--- src/rtl/rv32i_controller_if.sv ---
// rv32i_controller_if: imem/dmem handshakes plus datapath control bundle.
// master = controller side, slave = memories and datapath side.
interface rv32i_controller_if;
  logic [31:0] inst;
  logic        imemReady;
  logic        dmemReady;
  logic        aluZero;
  logic        aluLt;
  logic        aluLtu;
  logic        imemReq;
  logic        dmemReq;
  logic        dmemWE;
  logic        irWE;
  logic        pcWE;
  logic        regWE;
  logic [1:0]  rs1sel;
  logic [1:0]  rs2sel;
  logic [1:0]  regsel;
  logic [1:0]  PCsel;
  logic [2:0]  ImmSel;
  logic [3:0]  ALUControl;
  logic        trap;
  logic [31:0] instret;

  modport master (
    input  inst, imemReady, dmemReady,
    input  aluZero, aluLt, aluLtu,
    output imemReq, dmemReq, dmemWE,
    output irWE, pcWE, regWE,
    output rs1sel, rs2sel, regsel, PCsel,
    output ImmSel, ALUControl,
    output trap, instret
  );

  modport slave (
    output inst, imemReady, dmemReady,
    output aluZero, aluLt, aluLtu,
    input  imemReq, dmemReq, dmemWE,
    input  irWE, pcWE, regWE,
    input  rs1sel, rs2sel, regsel, PCsel,
    input  ImmSel, ALUControl,
    input  trap, instret
  );
endinterface

--- src/rtl/rv32i_controller.sv ---
// rv32i_controller: multi-cycle RV32I sequencer, FETCH/DECODE/EXEC/MEM/WB.
// Define RV32I_INSTRET_EN to build the retired-instruction counter.
module rv32i_controller #(
  parameter int MEM_WAIT_MAX = 255
) (
  input logic clk,
  input logic reset,
  rv32i_controller_if.master bus
);

  typedef enum logic [2:0] {
    S_FETCH  = 3'd0,
    S_DECODE = 3'd1,
    S_EXEC   = 3'd2,
    S_MEM    = 3'd3,
    S_WB     = 3'd4,
    S_TRAP   = 3'd5
  } state_t;

  typedef enum logic [3:0] {
    C_NOP   = 4'd0,
    C_LUI   = 4'd1,
    C_AUIPC = 4'd2,
    C_JAL   = 4'd3,
    C_JALR  = 4'd4,
    C_BR    = 4'd5,
    C_LD    = 4'd6,
    C_ST    = 4'd7,
    C_OPI   = 4'd8,
    C_OP    = 4'd9
  } cls_t;

  localparam logic [6:0] OP_LUI    = 7'b0110111;
  localparam logic [6:0] OP_AUIPC  = 7'b0010111;
  localparam logic [6:0] OP_JAL    = 7'b1101111;
  localparam logic [6:0] OP_JALR   = 7'b1100111;
  localparam logic [6:0] OP_BR     = 7'b1100011;
  localparam logic [6:0] OP_LD     = 7'b0000011;
  localparam logic [6:0] OP_ST     = 7'b0100011;
  localparam logic [6:0] OP_OPI    = 7'b0010011;
  localparam logic [6:0] OP_OP     = 7'b0110011;
  localparam logic [6:0] OP_FENCE  = 7'b0001111;
  localparam logic [6:0] OP_SYSTEM = 7'b1110011;

  localparam logic [3:0] ALU_ADD  = 4'd0;
  localparam logic [3:0] ALU_SUB  = 4'd1;
  localparam logic [3:0] ALU_SLL  = 4'd2;
  localparam logic [3:0] ALU_SLT  = 4'd3;
  localparam logic [3:0] ALU_SLTU = 4'd4;
  localparam logic [3:0] ALU_XOR  = 4'd5;
  localparam logic [3:0] ALU_SRL  = 4'd6;
  localparam logic [3:0] ALU_SRA  = 4'd7;
  localparam logic [3:0] ALU_OR   = 4'd8;
  localparam logic [3:0] ALU_AND  = 4'd9;

  localparam logic [2:0] IMM_I = 3'd0;
  localparam logic [2:0] IMM_S = 3'd1;
  localparam logic [2:0] IMM_B = 3'd2;
  localparam logic [2:0] IMM_U = 3'd3;
  localparam logic [2:0] IMM_J = 3'd4;

  localparam logic [1:0] RS_DMEM = 2'd0;
  localparam logic [1:0] RS_ALU  = 2'd1;
  localparam logic [1:0] RS_IMM  = 2'd2;
  localparam logic [1:0] RS_PC4  = 2'd3;

  localparam logic [1:0] PC_4   = 2'd0;
  localparam logic [1:0] PC_ALU = 2'd1;
  localparam logic [1:0] PC_IMM = 2'd2;

  localparam logic [8:0] LP_WAIT_MAX = 9'(MEM_WAIT_MAX);

  state_t      r_state;
  cls_t        r_cls;
  logic [6:0]  r_op;
  logic [2:0]  r_f3;
  logic        r_f7b;
  logic [7:0]  r_stall;
  logic        r_imemReq;
  logic        r_dmemReq;
  logic        r_dmemWE;
  logic        r_irWE;
  logic        r_pcWE;
  logic        r_regWE;
  logic        r_trap;
  logic [1:0]  r_rs1sel;
  logic [1:0]  r_rs2sel;
  logic [1:0]  r_regsel;
  logic [1:0]  r_PCsel;
  logic [2:0]  r_ImmSel;
  logic [3:0]  r_ALUControl;

  logic        w_is_lui;
  logic        w_is_auipc;
  logic        w_is_jal;
  logic        w_is_jalr;
  logic        w_is_br;
  logic        w_is_ld;
  logic        w_is_st;
  logic        w_is_opi;
  logic        w_is_op;
  logic        w_is_sys;
  logic        w_valid;
  cls_t        w_cls;
  logic [3:0]  w_alu;
  logic [3:0]  w_alu_f3;
  logic [2:0]  w_imm;
  logic [1:0]  w_rs1sel;
  logic [1:0]  w_rs2sel;
  logic [1:0]  w_regsel;
  logic        w_take;
  logic [1:0]  w_pcsel;
  logic [8:0]  w_stall_inc;
  logic        w_stall_hit;
  logic [7:0]  w_stall_sat;
  logic        w_unused;

  // Only opcode, funct3 and funct7[5] steer control; the rest is datapath's.
  assign w_unused = ^{bus.inst[31], bus.inst[29:15], bus.inst[11:7]};

  assign w_is_lui   = (r_op == OP_LUI);
  assign w_is_auipc = (r_op == OP_AUIPC);
  assign w_is_jal   = (r_op == OP_JAL);
  assign w_is_jalr  = (r_op == OP_JALR);
  assign w_is_br    = (r_op == OP_BR);
  assign w_is_ld    = (r_op == OP_LD);
  assign w_is_st    = (r_op == OP_ST);
  assign w_is_opi   = (r_op == OP_OPI);
  assign w_is_op    = (r_op == OP_OP);
  assign w_is_sys   = (r_op == OP_FENCE) || (r_op == OP_SYSTEM);

  assign w_stall_inc = {1'b0, r_stall} + 9'd1;
  assign w_stall_hit = (w_stall_inc >= LP_WAIT_MAX);
  assign w_stall_sat = (r_stall == 8'hFF) ? r_stall : r_stall + 8'd1;

  // ALU op for register and immediate arithmetic from funct3/funct7[5]
  always_comb begin
    w_alu_f3 = ALU_ADD;
    unique case (r_f3)
      3'd0: w_alu_f3 = (w_is_op && r_f7b) ? ALU_SUB : ALU_ADD;
      3'd1: w_alu_f3 = ALU_SLL;
      3'd2: w_alu_f3 = ALU_SLT;
      3'd3: w_alu_f3 = ALU_SLTU;
      3'd4: w_alu_f3 = ALU_XOR;
      3'd5: w_alu_f3 = r_f7b ? ALU_SRA : ALU_SRL;
      3'd6: w_alu_f3 = ALU_OR;
      3'd7: w_alu_f3 = ALU_AND;
    endcase
  end

  // Instruction class, legality and datapath selects
  always_comb begin
    w_valid  = 1'b0;
    w_cls    = C_NOP;
    w_alu    = ALU_ADD;
    w_imm    = IMM_I;
    w_rs1sel = 2'd0;
    w_rs2sel = 2'd0;
    w_regsel = RS_DMEM;
    unique case (1'b1)
      w_is_lui: begin
        w_valid  = 1'b1;
        w_cls    = C_LUI;
        w_imm    = IMM_U;
        w_regsel = RS_IMM;
      end
      w_is_auipc: begin
        w_valid  = 1'b1;
        w_cls    = C_AUIPC;
        w_imm    = IMM_U;
        w_rs1sel = 2'd1;
        w_rs2sel = 2'd1;
        w_regsel = RS_ALU;
      end
      w_is_jal: begin
        w_valid  = 1'b1;
        w_cls    = C_JAL;
        w_imm    = IMM_J;
        w_regsel = RS_PC4;
      end
      w_is_jalr: begin
        w_valid  = (r_f3 == 3'd0);
        w_cls    = C_JALR;
        w_rs2sel = 2'd1;
        w_regsel = RS_PC4;
      end
      w_is_br: begin
        w_valid  = (r_f3 != 3'd2) && (r_f3 != 3'd3);
        w_cls    = C_BR;
        w_imm    = IMM_B;
        w_alu    = ALU_SUB;
      end
      w_is_ld: begin
        w_valid  = (r_f3 != 3'd3) && (r_f3 != 3'd6) &&
                   (r_f3 != 3'd7);
        w_cls    = C_LD;
        w_rs2sel = 2'd1;
      end
      w_is_st: begin
        w_valid  = (r_f3 <= 3'd2);
        w_cls    = C_ST;
        w_imm    = IMM_S;
        w_rs2sel = 2'd1;
      end
      w_is_opi: begin
        w_valid  = !((r_f3 == 3'd1) && r_f7b);
        w_cls    = C_OPI;
        w_alu    = w_alu_f3;
        w_rs2sel = 2'd1;
        w_regsel = RS_ALU;
      end
      w_is_op: begin
        w_valid  = !r_f7b || (r_f3 == 3'd0) || (r_f3 == 3'd5);
        w_cls    = C_OP;
        w_alu    = w_alu_f3;
        w_regsel = RS_ALU;
      end
      w_is_sys: begin
        w_valid  = 1'b1;
        w_cls    = C_NOP;
      end
      default: begin
        w_valid  = 1'b0;
      end
    endcase
  end

  // Branch condition from the datapath comparison flags
  always_comb begin
    w_take = 1'b0;
    unique case (r_f3)
      3'd0:    w_take = bus.aluZero;
      3'd1:    w_take = !bus.aluZero;
      3'd4:    w_take = bus.aluLt;
      3'd5:    w_take = !bus.aluLt;
      3'd6:    w_take = bus.aluLtu;
      3'd7:    w_take = !bus.aluLtu;
      default: w_take = 1'b0;
    endcase
  end

  // Next-PC source committed in WB
  always_comb begin
    w_pcsel = PC_4;
    if (r_cls == C_JAL)
      w_pcsel = PC_IMM;
    else if (r_cls == C_JALR)
      w_pcsel = PC_ALU;
    else if ((r_cls == C_BR) && w_take)
      w_pcsel = PC_IMM;
  end

  // Sequencer with registered control outputs and memory stall watchdog
  always_ff @(posedge clk or posedge reset) begin
    if (reset) begin
      r_state      <= S_FETCH;
      r_cls        <= C_NOP;
      r_op         <= 7'd0;
      r_f3         <= 3'd0;
      r_f7b        <= 1'b0;
      r_stall      <= 8'd0;
      r_imemReq    <= 1'b0;
      r_dmemReq    <= 1'b0;
      r_dmemWE     <= 1'b0;
      r_irWE       <= 1'b0;
      r_pcWE       <= 1'b0;
      r_regWE      <= 1'b0;
      r_trap       <= 1'b0;
      r_rs1sel     <= 2'd0;
      r_rs2sel     <= 2'd0;
      r_regsel     <= 2'd0;
      r_PCsel      <= 2'd0;
      r_ImmSel     <= 3'd0;
      r_ALUControl <= 4'd0;
    end else begin
      r_irWE  <= 1'b0;
      r_pcWE  <= 1'b0;
      r_regWE <= 1'b0;
      unique case (r_state)
        S_FETCH: begin
          if (r_imemReq && bus.imemReady) begin
            r_imemReq <= 1'b0;
            r_irWE    <= 1'b1;
            r_op      <= bus.inst[6:0];
            r_f3      <= bus.inst[14:12];
            r_f7b     <= bus.inst[30];
            r_stall   <= 8'd0;
            r_state   <= S_DECODE;
          end else if (r_imemReq) begin
            r_stall <= w_stall_sat;
            if (w_stall_hit) begin
              r_imemReq <= 1'b0;
              r_trap    <= 1'b1;
              r_state   <= S_TRAP;
            end
          end else begin
            r_imemReq <= 1'b1;
          end
        end
        S_DECODE: begin
          if (!w_valid) begin
            r_trap  <= 1'b1;
            r_state <= S_TRAP;
          end else begin
            r_cls        <= w_cls;
            r_ALUControl <= w_alu;
            r_ImmSel     <= w_imm;
            r_rs1sel     <= w_rs1sel;
            r_rs2sel     <= w_rs2sel;
            r_regsel     <= w_regsel;
            r_PCsel      <= PC_4;
            r_state      <= S_EXEC;
          end
        end
        S_EXEC: begin
          if ((r_cls == C_LD) || (r_cls == C_ST)) begin
            r_dmemReq <= 1'b1;
            r_dmemWE  <= (r_cls == C_ST);
            r_state   <= S_MEM;
          end else begin
            r_regWE <= (r_cls != C_BR) && (r_cls != C_NOP);
            r_pcWE  <= 1'b1;
            r_PCsel <= w_pcsel;
            r_state <= S_WB;
          end
        end
        S_MEM: begin
          if (bus.dmemReady) begin
            r_dmemReq <= 1'b0;
            r_dmemWE  <= 1'b0;
            r_stall   <= 8'd0;
            r_regWE   <= (r_cls == C_LD);
            r_pcWE    <= 1'b1;
            r_PCsel   <= PC_4;
            r_state   <= S_WB;
          end else begin
            r_stall <= w_stall_sat;
            if (w_stall_hit) begin
              r_dmemReq <= 1'b0;
              r_dmemWE  <= 1'b0;
              r_trap    <= 1'b1;
              r_state   <= S_TRAP;
            end
          end
        end
        S_WB: begin
          r_imemReq <= 1'b1;
          r_state   <= S_FETCH;
        end
        S_TRAP: begin
          r_imemReq <= 1'b0;
          r_dmemReq <= 1'b0;
          r_dmemWE  <= 1'b0;
          r_trap    <= 1'b1;
        end
        default: begin
          r_imemReq <= 1'b0;
          r_dmemReq <= 1'b0;
          r_dmemWE  <= 1'b0;
          r_trap    <= 1'b1;
          r_state   <= S_TRAP;
        end
      endcase
    end
  end

  assign bus.imemReq    = r_imemReq;
  assign bus.dmemReq    = r_dmemReq;
  assign bus.dmemWE     = r_dmemWE;
  assign bus.irWE       = r_irWE;
  assign bus.pcWE       = r_pcWE;
  assign bus.regWE      = r_regWE;
  assign bus.rs1sel     = r_rs1sel;
  assign bus.rs2sel     = r_rs2sel;
  assign bus.regsel     = r_regsel;
  assign bus.PCsel      = r_PCsel;
  assign bus.ImmSel     = r_ImmSel;
  assign bus.ALUControl = r_ALUControl;
  assign bus.trap       = r_trap;

`ifdef RV32I_INSTRET_EN
  logic [31:0] r_instret;

  // One retirement per WB cycle, wrapping at 2^32
  always_ff @(posedge clk or posedge reset) begin
    if (reset)
      r_instret <= 32'd0;
    else if (r_state == S_WB)
      r_instret <= r_instret + 32'd1;
  end

  assign bus.instret = r_instret;
`else
  assign bus.instret = 32'd0;
`endif

endmodule

--- src/flat_wrapper.sv ---
// flat-port wrapper written by rule: the top's interface ports become plain ports
module rv32i_controller_flat 
#(
  parameter int MEM_WAIT_MAX = 255
)
  (clk, reset, bus_inst, bus_imemReady, bus_dmemReady, bus_aluZero, bus_aluLt, bus_aluLtu, bus_imemReq, bus_dmemReq, bus_dmemWE, bus_irWE, bus_pcWE, bus_regWE, bus_rs1sel, bus_rs2sel, bus_regsel, bus_PCsel, bus_ImmSel, bus_ALUControl, bus_trap, bus_instret);
  rv32i_controller_if bus_i ();
  input logic clk;
  input logic reset;
  input wire logic [$bits(bus_i.inst)-1:0] bus_inst;
  input wire logic [$bits(bus_i.imemReady)-1:0] bus_imemReady;
  input wire logic [$bits(bus_i.dmemReady)-1:0] bus_dmemReady;
  input wire logic [$bits(bus_i.aluZero)-1:0] bus_aluZero;
  input wire logic [$bits(bus_i.aluLt)-1:0] bus_aluLt;
  input wire logic [$bits(bus_i.aluLtu)-1:0] bus_aluLtu;
  output wire logic [$bits(bus_i.imemReq)-1:0] bus_imemReq;
  output wire logic [$bits(bus_i.dmemReq)-1:0] bus_dmemReq;
  output wire logic [$bits(bus_i.dmemWE)-1:0] bus_dmemWE;
  output wire logic [$bits(bus_i.irWE)-1:0] bus_irWE;
  output wire logic [$bits(bus_i.pcWE)-1:0] bus_pcWE;
  output wire logic [$bits(bus_i.regWE)-1:0] bus_regWE;
  output wire logic [$bits(bus_i.rs1sel)-1:0] bus_rs1sel;
  output wire logic [$bits(bus_i.rs2sel)-1:0] bus_rs2sel;
  output wire logic [$bits(bus_i.regsel)-1:0] bus_regsel;
  output wire logic [$bits(bus_i.PCsel)-1:0] bus_PCsel;
  output wire logic [$bits(bus_i.ImmSel)-1:0] bus_ImmSel;
  output wire logic [$bits(bus_i.ALUControl)-1:0] bus_ALUControl;
  output wire logic [$bits(bus_i.trap)-1:0] bus_trap;
  output wire logic [$bits(bus_i.instret)-1:0] bus_instret;
  assign bus_i.inst = bus_inst;
  assign bus_i.imemReady = bus_imemReady;
  assign bus_i.dmemReady = bus_dmemReady;
  assign bus_i.aluZero = bus_aluZero;
  assign bus_i.aluLt = bus_aluLt;
  assign bus_i.aluLtu = bus_aluLtu;
  assign bus_imemReq = bus_i.imemReq;
  assign bus_dmemReq = bus_i.dmemReq;
  assign bus_dmemWE = bus_i.dmemWE;
  assign bus_irWE = bus_i.irWE;
  assign bus_pcWE = bus_i.pcWE;
  assign bus_regWE = bus_i.regWE;
  assign bus_rs1sel = bus_i.rs1sel;
  assign bus_rs2sel = bus_i.rs2sel;
  assign bus_regsel = bus_i.regsel;
  assign bus_PCsel = bus_i.PCsel;
  assign bus_ImmSel = bus_i.ImmSel;
  assign bus_ALUControl = bus_i.ALUControl;
  assign bus_trap = bus_i.trap;
  assign bus_instret = bus_i.instret;
  rv32i_controller #(.MEM_WAIT_MAX(MEM_WAIT_MAX)) u_core (.clk(clk), .reset(reset), .bus(bus_i));
endmodule
--- config.mk ---
export PLATFORM = sky130hd
export DESIGN_NAME = rv32i_controller_flat
export DESIGN_NICKNAME = d
export VERILOG_FILES = /design/src/rtl/rv32i_controller_if.sv /design/src/rtl/rv32i_controller.sv /design/src/flat_wrapper.sv
export SDC_FILE = /design/constraint.sdc
export NUM_CORES = 1
export LEC_CHECK = 0
export CORE_ASPECT_RATIO = 0.6
export CORE_MARGIN = 5
export CORE_UTILIZATION = 25
export DETAILED_ROUTE_END_ITERATION = 12
export HOLD_SLACK_MARGIN = 0.02
export PLACE_DENSITY = 0.52
export SLEW_MARGIN = 40
export SYNTH_ARGS = -nofsm -noshare
export SYNTH_HDL_FRONTEND = slang
export SYNTH_SLANG_ARGS = --single-unit
--- constraint.sdc ---
create_clock -name clk -period 2.14 [get_ports clk]
set_input_delay 0.428 -clock clk [delete_from_list [all_inputs] [get_ports clk]]
set_output_delay 0.428 -clock clk [all_outputs]
set_load 0.02 [all_outputs]
### Word-level counts from Yosys, hierarchy flattened

Index checks and enable logic that the tools add are counted.

* flip-flop bits (word level): 48
* bits of input ports: 39
* logic and storage cells: 162

* multiplexer cells: 54
* reduce and logical (&&, ||, !) cells: 38
* equal/unequal tests: 44
* magnitude comparators: 2
* bitwise logic cells: 3
* $add $sub $neg: 2

Operators with widths (number)
* $pmux 4 s9: 1
* $mux 8: 4
* $pmux 4 s8: 1
* $eq 7x7->1 const B: 4
* $mux 1: 22
* $eq 7x6->1 const B: 3
* $eq 3x3->1 const B: 6
* $mux 3: 6
* $pmux 3 s6: 1
* $eq 4x3->1 const B: 4
* $pmux 8 s2: 1
* $eq 7x5->1 const B: 2
* $eq 3x2->1 const B: 4
* $mux 2: 6
* $pmux 2 s3: 2
* $pmux 3 s4: 1
* $ne 2x2->1 const B: 5
* $add 8x1->9 const B: 1
* $ge 9x8->1 const B: 1
* $ne 3x2->1 const B: 3
* $pmux 1 s3: 3
* $reduce_or 3->1: 3
* $add 8x1->8 const B: 1
* $eq 8x8->1 const B: 1
* 29 further kinds: 57

### Depth between registers and ports, before layout

* depth in word-level cells: 8
* depth in mapped cells: 9
* mapped depth without buffers: 8

### Least setup slack after synthesis

No wires, ideal clock.

* path type: reg-to-reg
* start: register u_core.r_stall[0]
* end: register u_core.r_dmemWE (netlist: u_core.bus.dmemWE)
* data required time: 2.015 ns
* arrival time: 2.014 ns
* slack: 0.002 ns
* stages on the path, launching flop included: 9
* clock period less this slack: 2.138 ns
* buffers on the path: 1
* library setup time: 0.125 ns
* cells stage by stage: dfrtp_1 ha_1 clkbuf_1 a21o_1 a2111oi_0 a31oi_1 o21ai_2 o31ai_1 mux2_2

* cells in the longest elaborated chain, start to end: 4

Ends and longest elaborated chain
* start, declared: line rv32i_controller.sv:78 `logic [7:0] r_stall;`
* start signal, assigned: line rv32i_controller.sv:290 `r_stall <= w_stall_sat;`
* start signal, assigned: line rv32i_controller.sv:337 `r_stall <= w_stall_sat;`
* $add 8x1->9: line rv32i_controller.sv:132 `assign w_stall_inc = {1'b0, r_stall} + 9'd1;`
* $ge 9x8->1: line rv32i_controller.sv:133 `assign w_stall_hit = (w_stall_inc >= LP_WAIT_MAX);`
* $ne 3x2->1 (no line)
* $reduce_and 3->1 (no line)
* end signal, assigned: line rv32i_controller.sv:318 `r_dmemWE <= (r_cls == C_ST);`
* end, declared: line rv32i_controller.sv:81 `logic r_dmemWE;`

Every way passes these cells.
A chain may end at the register's enable or synchronous reset.

### Final worst setup path

* start: register u_core.r_stall[0]
* end: register u_core.r_state[1]

* cells in the longest elaborated chain, start to end: 6
* elaborated cells on any way between the ends: 7
* classes of those cells: add/sub (1); order compare (1); mux (5)

Ends and longest elaborated chain
* $add 8x1->9 *: line rv32i_controller.sv:132
* $ge 9x8->1 *: line rv32i_controller.sv:133
* $mux 3 *
* $mux 3 (2 in series)
* $pmux 3 s6 *
* end signal, assigned: line rv32i_controller.sv:256 `r_state <= S_FETCH;`
* end signal, assigned: line rv32i_controller.sv:288 `r_state <= S_DECODE;`
* end signal, assigned: line rv32i_controller.sv:294 `r_state <= S_TRAP;`
* end, declared: line rv32i_controller.sv:73 `state_t r_state;`

Mark *: on every way between the ends. The rest lies on a longest branch, timed or not. The select of a mux whose other input is x is not followed.

==> results.sh <==
export IMPL_fillCellCount=1230
export IMPL_vias_per_cell=4.52
export IMPL_first_pass_iters=4
export IMPL_synth_seq_cells=46
export IMPL_placementRows=30
export IMPL_placed_area_um2=3580
export IMPL_diodes=0
export IMPL_synthFlopType="dfrtp_1"
export IMPL_final_area_um2=3860
export IMPL_drt_iter0_markers=184
export IMPL_clk_latency_ns=0.29
export IMPL_grt_overflow=0
export IMPL_portBuffers=37
export IMPL_hpwl_um=5880
export IMPL_cpPeakStageDelay_ns=0.39
export IMPL_drv_slew=0
export IMPL_period_share_pct=101
export IMPL_path_cells="buf_4 -> ha_4 -> a21o_1 -> a2111oi_4 -> a31oi_1 -> o21ai_2 -> buf_6 -> nor3_1 -> or3_1"
export IMPL_layout_setup_ws_ns=-0.0115
export IMPL_r2r_end="u_core.r_state[1]"
export IMPL_hold_buffers=0
export IMPL_end_kind="flip-flop"
export IMPL_violations="setup timing"
export IMPL_cts_buffers=5
export IMPL_ir_worst_vdd_mv=0.254
export IMPL_core_area_um2=11500
export IMPL_grt_util_met3_pct=3.07
export IMPL_power_density_nw_per_um2=451
export IMPL_multi_input_area_um2=1650
export IMPL_die_w_um=151
export IMPL_initial_utilization_pct=26.0
export IMPL_worstMarginPinSlew_ns=0.601
export IMPL_synth_area_um2=2990
export IMPL_synthDistinctLibCells=55
export IMPL_ys_async_sr_fraction_pct=100
export IMPL_synthToLayoutAreaGrowth_pct=29.1
export IMPL_drc=0
export IMPL_met2_usage_pct=15.4
export IMPL_timing_fmax_mhz=465
export IMPL_drtAntennaViolNets=0
export IMPL_cts_tree="built"
export IMPL_hp_class="in -> async"
export IMPL_final_cells=568
export IMPL_min_period_ns=2.15
export IMPL_hold_violations=0
export IMPL_busiest_layer="met1"
export IMPL_grt_pass1_vias=2475
export IMPL_syn_avg_cell_area_um2=8.49
export IMPL_status="finished, violations left"
export IMPL_maxCapViolCount=0
export IMPL_finalWirelength_um=7980
export IMPL_grtUsageMet1_pct=17.1
export IMPL_worst_path_max_delay_cell="dfrtp_1"
export IMPL_syn_instance_count=352
export IMPL_drive_gt1_share_pct=16.7
export IMPL_grt_max_degree=32
export IMPL_max_slew_margin_rel_pct=58.9
export IMPL_worstReg2RegStart="u_core.r_stall[0]"
export IMPL_hold_ws_ns=0.458
export IMPL_fin_worst_skew_ns=0.00508
export IMPL_synth_edff_count=0
export IMPL_grt_pass1_wl_um=12800
export IMPL_yosysSeqAreaShare_pct=38.5
export IMPL_num_nets_final=449
export IMPL_dp_cells=556
export IMPL_io_pins=93
export IMPL_routedWlPerCell_um=14.0
export IMPL_cts_root_buf="clkbuf_16"
export IMPL_arrival_ns=2.32
export IMPL_p_leak_nw=1.69
export IMPL_cts_sinks=46
export IMPL_r2r_slack_ns=-0.01
export IMPL_vias=2565
export IMPL_htree_levels=2
export IMPL_critPathRequiredTime_ns=2.31
export IMPL_dieArea_um2=14300
export IMPL_clkSlewWorstSetupHoldPaths_ns=0.06
export IMPL_yosys_warnings=0
export IMPL_gp_congestion=0.807
export IMPL_antenna_found_initial=0
export IMPL_final_setup_viol_count=1
export IMPL_die_h_um=94.7
export IMPL_rsz0062_at_grt="true"
export IMPL_cts_max_path_buffers=2
export IMPL_ff2ff_path_depth=9
export IMPL_globalRouteTotalUtil_pct=11.3
export IMPL_regArea_um2=1150
export IMPL_start_kind="flip-flop"
export IMPL_critPathKind="reg -> reg"
export IMPL_critPathMaxFanout=4
-- Yosys cell counts, drive strengths merged, types with 5 or more instances --
| library cell | count | area (µm²) |
|---|---|---|
| nand2 | 61 | 229 |
| dfrtp | 46 | 1150 |
| buf | 42 | 304 |
| nor2 | 31 | 116 |
| a21oi | 21 | 116 |
| mux2 | 15 | 188 |
| inv | 14 | 52.6 |
| o21ai | 12 | 63.8 |
| clkbuf | 11 | 42.5 |
| nand3 | 9 | 45.0 |
| nor3 | 7 | 35.0 |
| o31ai | 6 | 45.0 |
| mux2i | 5 | 50.1 |
| nand4 | 5 | 31.3 |
| nor2b | 5 | 31.3 |
-- repair_timing --
item	4_1_cts	5_1_grt
endpoints found under the setup margin	0	21
gates resized for setup	0	19
setup buffers	0	4
-- logic make-up (layout without fill, tap and decap cells) --
| logic type | Yosys count | in the layout | share of synthesized area, % |
|---|---|---|---|
| mux | 20 | 20 | 7.96 |
| other cells | 1 | 34 | 0.126 |
| simple gates | 140 | 140 | 21.7 |
| compound gates | 71 | 71 | 16.0 |
| fa+ha+maj | 2 | 2 | 0.837 |
| buf+inv | 67 | 90 | 13.4 |
| flops | 46 | 46 | 38.5 |
| xor+xnor | 5 | 5 | 1.47 |
-- metrics by stage --
| step | setup TNS (ns) | util, % | total power [mW] | setup WS (ns) |
|---|---|---|---|---|
| after floorplan | 0 | - | 1.00 | 0.00171 |
| after global placement | 0 | 31.1 | 1.00 | 0.0784 |
| after detailed placement | 0 | 31.1 | 1.00 | 0.0168 |
| after CTS | 0 | 32.3 | 1.77 | 0.00989 |
| after global routing | -0.291 | 33.6 | 1.82 | -0.0916 |
| final | -0.0115 | 33.6 | 1.74 | -0.0115 |
-- state kept, by name, summed over array words and instances, names as in the netlist, 2 cells and up --
| register | count |
|---|---|
| u_core.r_f3 | 3 |
| u_core.r_state | 3 |
| u_core.r_cls | 4 |
| u_core.r_stall | 8 |
| u_core.bus.PCsel | 2 |
| u_core.r_op | 7 |
| u_core.bus.regsel | 2 |
| u_core.bus.ImmSel | 3 |
| u_core.bus.ALUControl | 4 |
-- worst max-delay path, delay by kind of cell, from the launching register on --
family	cells	cell delay, ns
adder cells (fa/ha/maj)	1	0.16
AO/OA/AOI/OAI	4	0.82
AND/OR/NAND/NOR	2	0.34
buffers and inverters	2	0.29
flip-flops	1	0.39
-- worst max-delay path by stage --
stage / cells past startpoint / from / end
finish: 9 / u_core.r_stall[0] / u_core.r_state[1]
global placement: 6 / u_core.r_op[6] / u_core.bus.regsel[0]
CTS: 9 / u_core.r_stall[0] / u_core.r_state[2]
floorplan: 8 / u_core.r_stall[0] / u_core.bus.dmemWE
global route: 9 / u_core.r_stall[0] / u_core.r_state[1]
detailed placement: 9 / u_core.r_stall[0] / u_core.r_state[2]
-- cell usage in the layout, fill, tap and decap left out, types with 6 or more instances in the layout --
cell	count
a21oi_1	20
clkdlybuf4s50_1	37
inv_1	13
mux2_2	10
nand2_1	61
buf_4	26
o21ai_0	10
conb_1	34
nand3_1	9
dfrtp_1	45
nor3_1	6
nor2_1	29
clkbuf_16	6
-- cell type report --
cell class                      count  area share [%]
Tap cell                          160            5.19
Multi-Input combinational cell    272            42.7
Sequential cell                    46            29.9
Clock buffer                        7            3.44
Inverter                           14            1.36
Timing Repair Buffer               69            17.4
-- routing by layer --
layer | vias up | share of wire, % | wire length (µm)
met5 | - | 0 | 0
met4 | 0 | 1.1 | 90
met3 | 7 | 5.6 | 443
met2 | 69 | 41 | 3250
met1 | 1227 | 52 | 4190
li1 | 1262 | - | -
-- where the power goes --
| part | total, mW | internal, mW | switching, mW |
|---|---|---|---|
| sequential | 0.869 | 0.869 | 0 |
| clock | 0.754 | 0.428 | 0.326 |
| combinational | 0.117 | 0.0337 | 0.0828 |
Power figures use the tool's default switching activity.
